[config.mk]
export PLATFORM = sky130hd
export DESIGN_NAME = sync_fifo_buffer
export DESIGN_NICKNAME = d
export VERILOG_FILES = /design/src/rtl/sync_fifo_buffer.sv
export SDC_FILE = /design/constraint.sdc
export NUM_CORES = 1
export LEC_CHECK = 0
export CAP_MARGIN = 15
export CORE_ASPECT_RATIO = 1.1
export CORE_UTILIZATION = 30
export CTS_BUF_LIST = sky130_fd_sc_hd__clkbuf_4 sky130_fd_sc_hd__clkbuf_8 sky130_fd_sc_hd__clkbuf_16
export CTS_CLUSTER_DIAMETER = 80
export DETAILED_ROUTE_END_ITERATION = 6
export GPL_TIMING_DRIVEN = 0
export PLACE_DENSITY = 0.47
export RECOVER_POWER = 100
export SKIP_CTS_REPAIR_TIMING = 1
export SLEW_MARGIN = 20
export SYNTH_ARGS = -nofsm -noshare
export SYNTH_HDL_FRONTEND = slang
export SYNTH_SLANG_ARGS = --single-unit
[constraint.sdc]
create_clock -name clk_i -period 6.98 [get_ports clk_i]
set_input_delay 1.396 -clock clk_i [delete_from_list [all_inputs] [get_ports clk_i]]
set_output_delay 1.396 -clock clk_i [all_outputs]
set_load 0.05 [all_outputs]
[src/rtl/sync_fifo_buffer.sv]
// Single-clock circular FIFO with wrap-bit pointers, selectable FWFT or registered
// read. Define SYNC_FIFO_COUNT_EN to add the count_o occupancy output.
module sync_fifo_buffer #(
  parameter int DATA_WIDTH = 8,
  parameter int FIFO_DEPTH = 8,
  parameter int FWFT       = 1
) (
  input  logic                  clk_i,
  input  logic                  rst_i,
  input  logic [DATA_WIDTH-1:0] wr_data_i,
  input  logic                  write_i,
  input  logic                  read_i,
  output logic [DATA_WIDTH-1:0] rd_data_o,
`ifdef SYNC_FIFO_COUNT_EN
  output logic [$clog2(FIFO_DEPTH):0] count_o,
`endif
  output logic                  full_o,
  output logic                  empty_o
);

  localparam int AW = $clog2(FIFO_DEPTH);
  localparam int PW = AW + 1;
  localparam logic [PW-1:0] PTR_ONE = PW'(1);

  logic [DATA_WIDTH-1:0] mem [FIFO_DEPTH];
  logic [PW-1:0]         wr_ptr;
  logic [PW-1:0]         rd_ptr;
  logic [AW-1:0]         wr_idx;
  logic [AW-1:0]         rd_idx;
  logic                  rd_en;
  logic                  wr_en;

  assign wr_idx  = wr_ptr[AW-1:0];
  assign rd_idx  = rd_ptr[AW-1:0];
  assign empty_o = (wr_ptr == rd_ptr);
  assign full_o  = (wr_idx == rd_idx) && (wr_ptr[AW] != rd_ptr[AW]);

  // A write into a full FIFO is still taken when a pop frees the slot on the same edge.
  assign rd_en = read_i && !empty_o;
  assign wr_en = write_i && (!full_o || rd_en);

  always_ff @(posedge clk_i or posedge rst_i) begin
    if (rst_i) begin
      wr_ptr <= '0;
      rd_ptr <= '0;
    end else begin
      if (wr_en) wr_ptr <= wr_ptr + PTR_ONE;
      if (rd_en) rd_ptr <= rd_ptr + PTR_ONE;
    end
  end

  always_ff @(posedge clk_i) begin
    if (wr_en) mem[wr_idx] <= wr_data_i;
  end

  generate
    if (FWFT != 0) begin : g_fwft
      // Forced to zero while empty so reset shows rd_data_o = 0.
      assign rd_data_o = empty_o ? '0 : mem[rd_idx];
    end else begin : g_reg
      logic [DATA_WIDTH-1:0] rd_q;
      always_ff @(posedge clk_i or posedge rst_i) begin
        if (rst_i)      rd_q <= '0;
        else if (rd_en) rd_q <= mem[rd_idx];
      end
      assign rd_data_o = rd_q;
    end
  endgenerate

`ifdef SYNC_FIFO_COUNT_EN
  assign count_o = wr_ptr - rd_ptr;
`endif

endmodule

==> results <==
- Tracing the worst setup path back leads to its startpoint at rd_ptr[0].
- The initial antenna violation count is 0.
- For this block, the routed nets add up to 6.08 mm of wire.
- Setup repair after global routing left no endpoint under its margin.
- Input and output buffers added on the ports amount to 20.
- The overall via count from detail_route is 1548.
- Power spread over the standard cell area amounts to 490 nW/µm².
- Routability-driven placement finished with a final weighted congestion of 0.715.
- By startpoint and endpoint, the worst setup path is classified as reg -> out.
- Across the routed clock network, the largest skew measured is 0.0103 ns.
- In this run, the number of DRC markers left after iteration 0 of detailed routing was 89.
- The cell taking the most area after synthesis is sky130_fd_sc_hd__edfxtp_1.
- Summing the areas of all xor and xnor instances in the mapped netlist gives 3.66% of the synthesized area.
- The die covers 10600 µm².
- The startpoint identified for the worst hold timing path is rd_ptr[3].
- The static power due to leakage is 1.23 nW.
- The final critical path takes up 59.0% of the cycle.
- The number of clock buffers added by TritonCTS is 9.
- The number of primary I/O pins is 22.
- The critical path launch point type is a register.
- The clock passes through at most 2 buffers.
- By count the netlist is led by sky130_fd_sc_hd__edfxtp_1 (64), sky130_fd_sc_hd__mux4_2 (16), sky130_fd_sc_hd__nor2_1 (14), sky130_fd_sc_hd__dfrtp_1 (8), sky130_fd_sc_hd__mux2i_1 (8).
- For this run, the detailed router's first-pass iteration total came to 6.
- Based on the critical path, the design can be clocked at up to 243 MHz.
- By area the synthesized netlist is led by sky130_fd_sc_hd__edfxtp_1 (63%), sky130_fd_sc_hd__mux4_2 (12%), sky130_fd_sc_hd__dfrtp_1 (6.6%).
- The most frequently used cell type in the post-synthesis netlist is sky130_fd_sc_hd__edfxtp_1.
- The clock root buffer master is sky130_fd_sc_hd__clkbuf_8.
- The count of standard-cell rows is 38.
- The overall die height is 108 µm.
- The count of endpoints failing setup in the final report is 0.
- Synthesis produced a netlist whose cell count is 159.
- The fill cell instance count of the final layout is 914.
- The run finished, with violations left.
- The checks that failed: DRC.
- The endpoint arrival time on the critical path is 2.72 ns.
- The master of the slowest instance on the critical path is sky130_fd_sc_hd__dlygate4sd3_1.
- The post-synthesis share of cell area spent on full adders, half adders and majority gates is 0.822%.
- The HPWL reported at the end of detailed placement is 4.06 mm.
- The first-pass GRT wire length is 9.54 mm.
- STA puts the critical path data required time at 5.58 ns.
- The number of synthesized flops with an enable pin is 64.
- The finished layout holds 321 standard cells, fillers aside.
- Sequential cells were found to cover 69.7% of the synthesized design area.
- The largest vdd supply drop is 0.000213 V.
- The register bit count reported by yosys is 72.
- The worst register-to-register path begins at rd_ptr[1].
- Counting flops with an async set or reset pin after synthesis yields a share of 11.1%.
- The fraction of the mapped netlist area in compound gates is 1.69%.
- Entering global routing, the biggest net connects 15 pins.
- Each instance of the synthesized netlist takes up on average 19.1 µm².
- The slew of the pin with the lowest slew margin is 1.04 ns.
- Of the cells placed in the final design, the portion with a size suffix greater than 1 is 24.4%.
- TritonCTS built the clock tree.
- After detailed routing, the number of remaining DRC violations is 1.
- After layout, the minimum clock period comes to 4.12 ns.
- Including well taps, the total number of placed cells is 305.
- In this run the worst hold path is classified as reg -> reg.
- The area of the multi-input gates is 835 µm².
- At the later pin of the worst-skew pair, clock insertion delay measures 0.35 ns.
- The count of warnings emitted by yosys is 0.
- In this run the tightest slew margin relative to its limit is 29.7%.
- Using the TritonRoute via totals, the vias-per-cell ratio works out to 4.82.
- The area of all sequential standard cells is 2120 µm².
- The critical path goes through buf_6 > buf_4 > mux4_2 > mux2i_1 > nor2_1 > dlygate4sd3_1.
- The proportion of synthesized area in mux cells is 15.3%.
- The post-synthesis simple-gate area fraction is 6.54%.
- By area, the combinational part of the netlist is dominated by multiplexers.
- The share of synthesized area in the top cell type comes to 63.1%.
- The synthesized cell area is 3040 µm².
- Broken down by cell family, the worst path's largest delay share belongs to buffers and inverters.
- The most used flip-flop cell after synthesis is sky130_fd_sc_hd__edfxtp_1.
- The core area is 9840 µm².
- After detailed routing, the average wire length per cell comes to 18.9 µm.
- The worst setup path is captured at an output pin.
- The net count reported at finish is 210.
- The remaining antenna violation count is 0.
- Clock tree synthesis found a total of 72 sinks.
- In this run the worst path has a maximum fanout of 10.
- The delay of the slowest critical-path stage is 0.76 ns.
- The number of nets in the synthesized netlist is 173.
- In this run the horizontal extent of the chip is 98.0 µm.
- The clock input transition at the sequential cells of the worst setup and hold paths is 0.08 ns.
- The repair_antennas step left the layout with diodes totalling 0.
- The post-synthesis cell type count is 34.
- The max-cap check violation count is 0.
- The overall overflow remaining after global route is 0.
- The effective utilization at floorplan is 30.9%.
- The number of hold violations in the final report was 0.
- Together, buffers and inverters on the worst path number 3.
- The number of max-slew violations in the final report was 0.
- The total routing resource utilization after global routing is 13.0%.
- In the final timing run, aggregate negative setup slack is 0 ns.
- The total number of H-tree levels is 3.
- The growth of design area from synthesis to finish is 19.1%.
- The number of global-route vias before repair is 1692.
final cells by class:
type                       instances  area share (%)
buffer                             9            1.69
clock buffer                       9            3.42
clock inverter                     7            2.83
inverter                           2           0.207
multi-input combinational         76            23.0
sequential                        72            58.5
tap                              120            4.14
timing repair buffer              26            6.14
logic make-up after synthesis:
| family | count (synthesis) |
|---|---|
| xor gates and xnor gates | 8 |
| muxes | 26 |
| AOI/OAI and AO/OA | 5 |
| DFF | 72 |
| and+or+nand+nor | 35 |
| adders and majority gates | 2 |
| buffers and inverters | 11 |
metal layers:
| metal | up-vias | part of all wire (%) | global-route usage (%) |
|---|---|---|---|
| met5 | - | 0 | 0 |
| met4 | 0 | 1.7 | 6.49 |
| met3 | 8 | 2.1 | 2.79 |
| met2 | 24 | 55 | 23.3 |
| met1 | 807 | 41 | 14.6 |
| li1 | 709 | - | - |
where the power goes:
| part | internal, W | switching, W | total [W] |
|---|---|---|---|
| Clock | 0.000205 | 0.000164 | 0.000370 |
| Sequential | 0.000553 | 0.0000341 | 0.000587 |
| Combinational | 0.000313 | 0.000506 | 0.000819 |
final timing paths:
path	cells after the start	end	slack, ns
min in group asynchronous	2	rd_ptr[1]	1.43
setup reg to reg	6	mem[3][6]	4.35
hold reg to reg	2	rd_ptr[3]	0.61
max in group asynchronous	2	rd_ptr[0]	5.30
hold / removal	2	rd_ptr[3]	0.61
setup / recovery	6	rd_data_o[6]	2.86
flip-flops by register name, summed over array words and instances, names as in the netlist:
name    count
mem        64
rd_ptr      4
wr_ptr      4
stage by stage:
step	hold WS [ns]	power (W)	utilization [%]	area, µm²	worst slack, ns
2_1_floorplan	0.541	0.00122	-	3040	3.71
3_3_place_gp	0.568	0.00145	34.5	3390	2.56
3_5_place_dp	0.594	0.00148	35.3	3470	3.22
4_1_cts	0.612	0.00185	37.6	3700	2.84
5_1_grt	0.646	0.00187	36.8	3620	2.67
6_report	0.613	0.00178	36.8	3620	2.86
worst register-to-register path: cells and delay by family (launching register included):
kind / cells / cell delay [ns]
and+or+nand+nor: 3 / 1.13
buffers and inverters: 2 / 0.60
DFF: 1 / 0.39
xor gates and xnor gates: 1 / 0.17
cell usage in the layout, fill, tap and decap left out, drive strengths merged:
master / netlist / final
or4: 1 / 1
buf: 9 / 8
clkbuf: 0 / 16
nand3: 2 / 2
bufinv: 0 / 2
mux2i: 8 / 8
and4: 1 / 1
edfxtp: 64 / 64
nand3b: 1 / 1
nand4: 2 / 2
dlygate4sd3: 0 / 20
nor3: 4 / 4
nor4: 2 / 2
o31ai: 2 / 2
nand2: 5 / 5
ha: 2 / 2
o21ai: 1 / 1
inv: 2 / 4
mux2: 2 / 2
nand2b: 2 / 2
xor2: 1 / 1
mux4: 16 / 16
nor2: 14 / 14
clkinv: 0 / 3
nor4b: 1 / 1
xnor2: 7 / 7
dfrtp: 8 / 8
o311ai: 2 / 2
(Power assumes the default switching activity.)
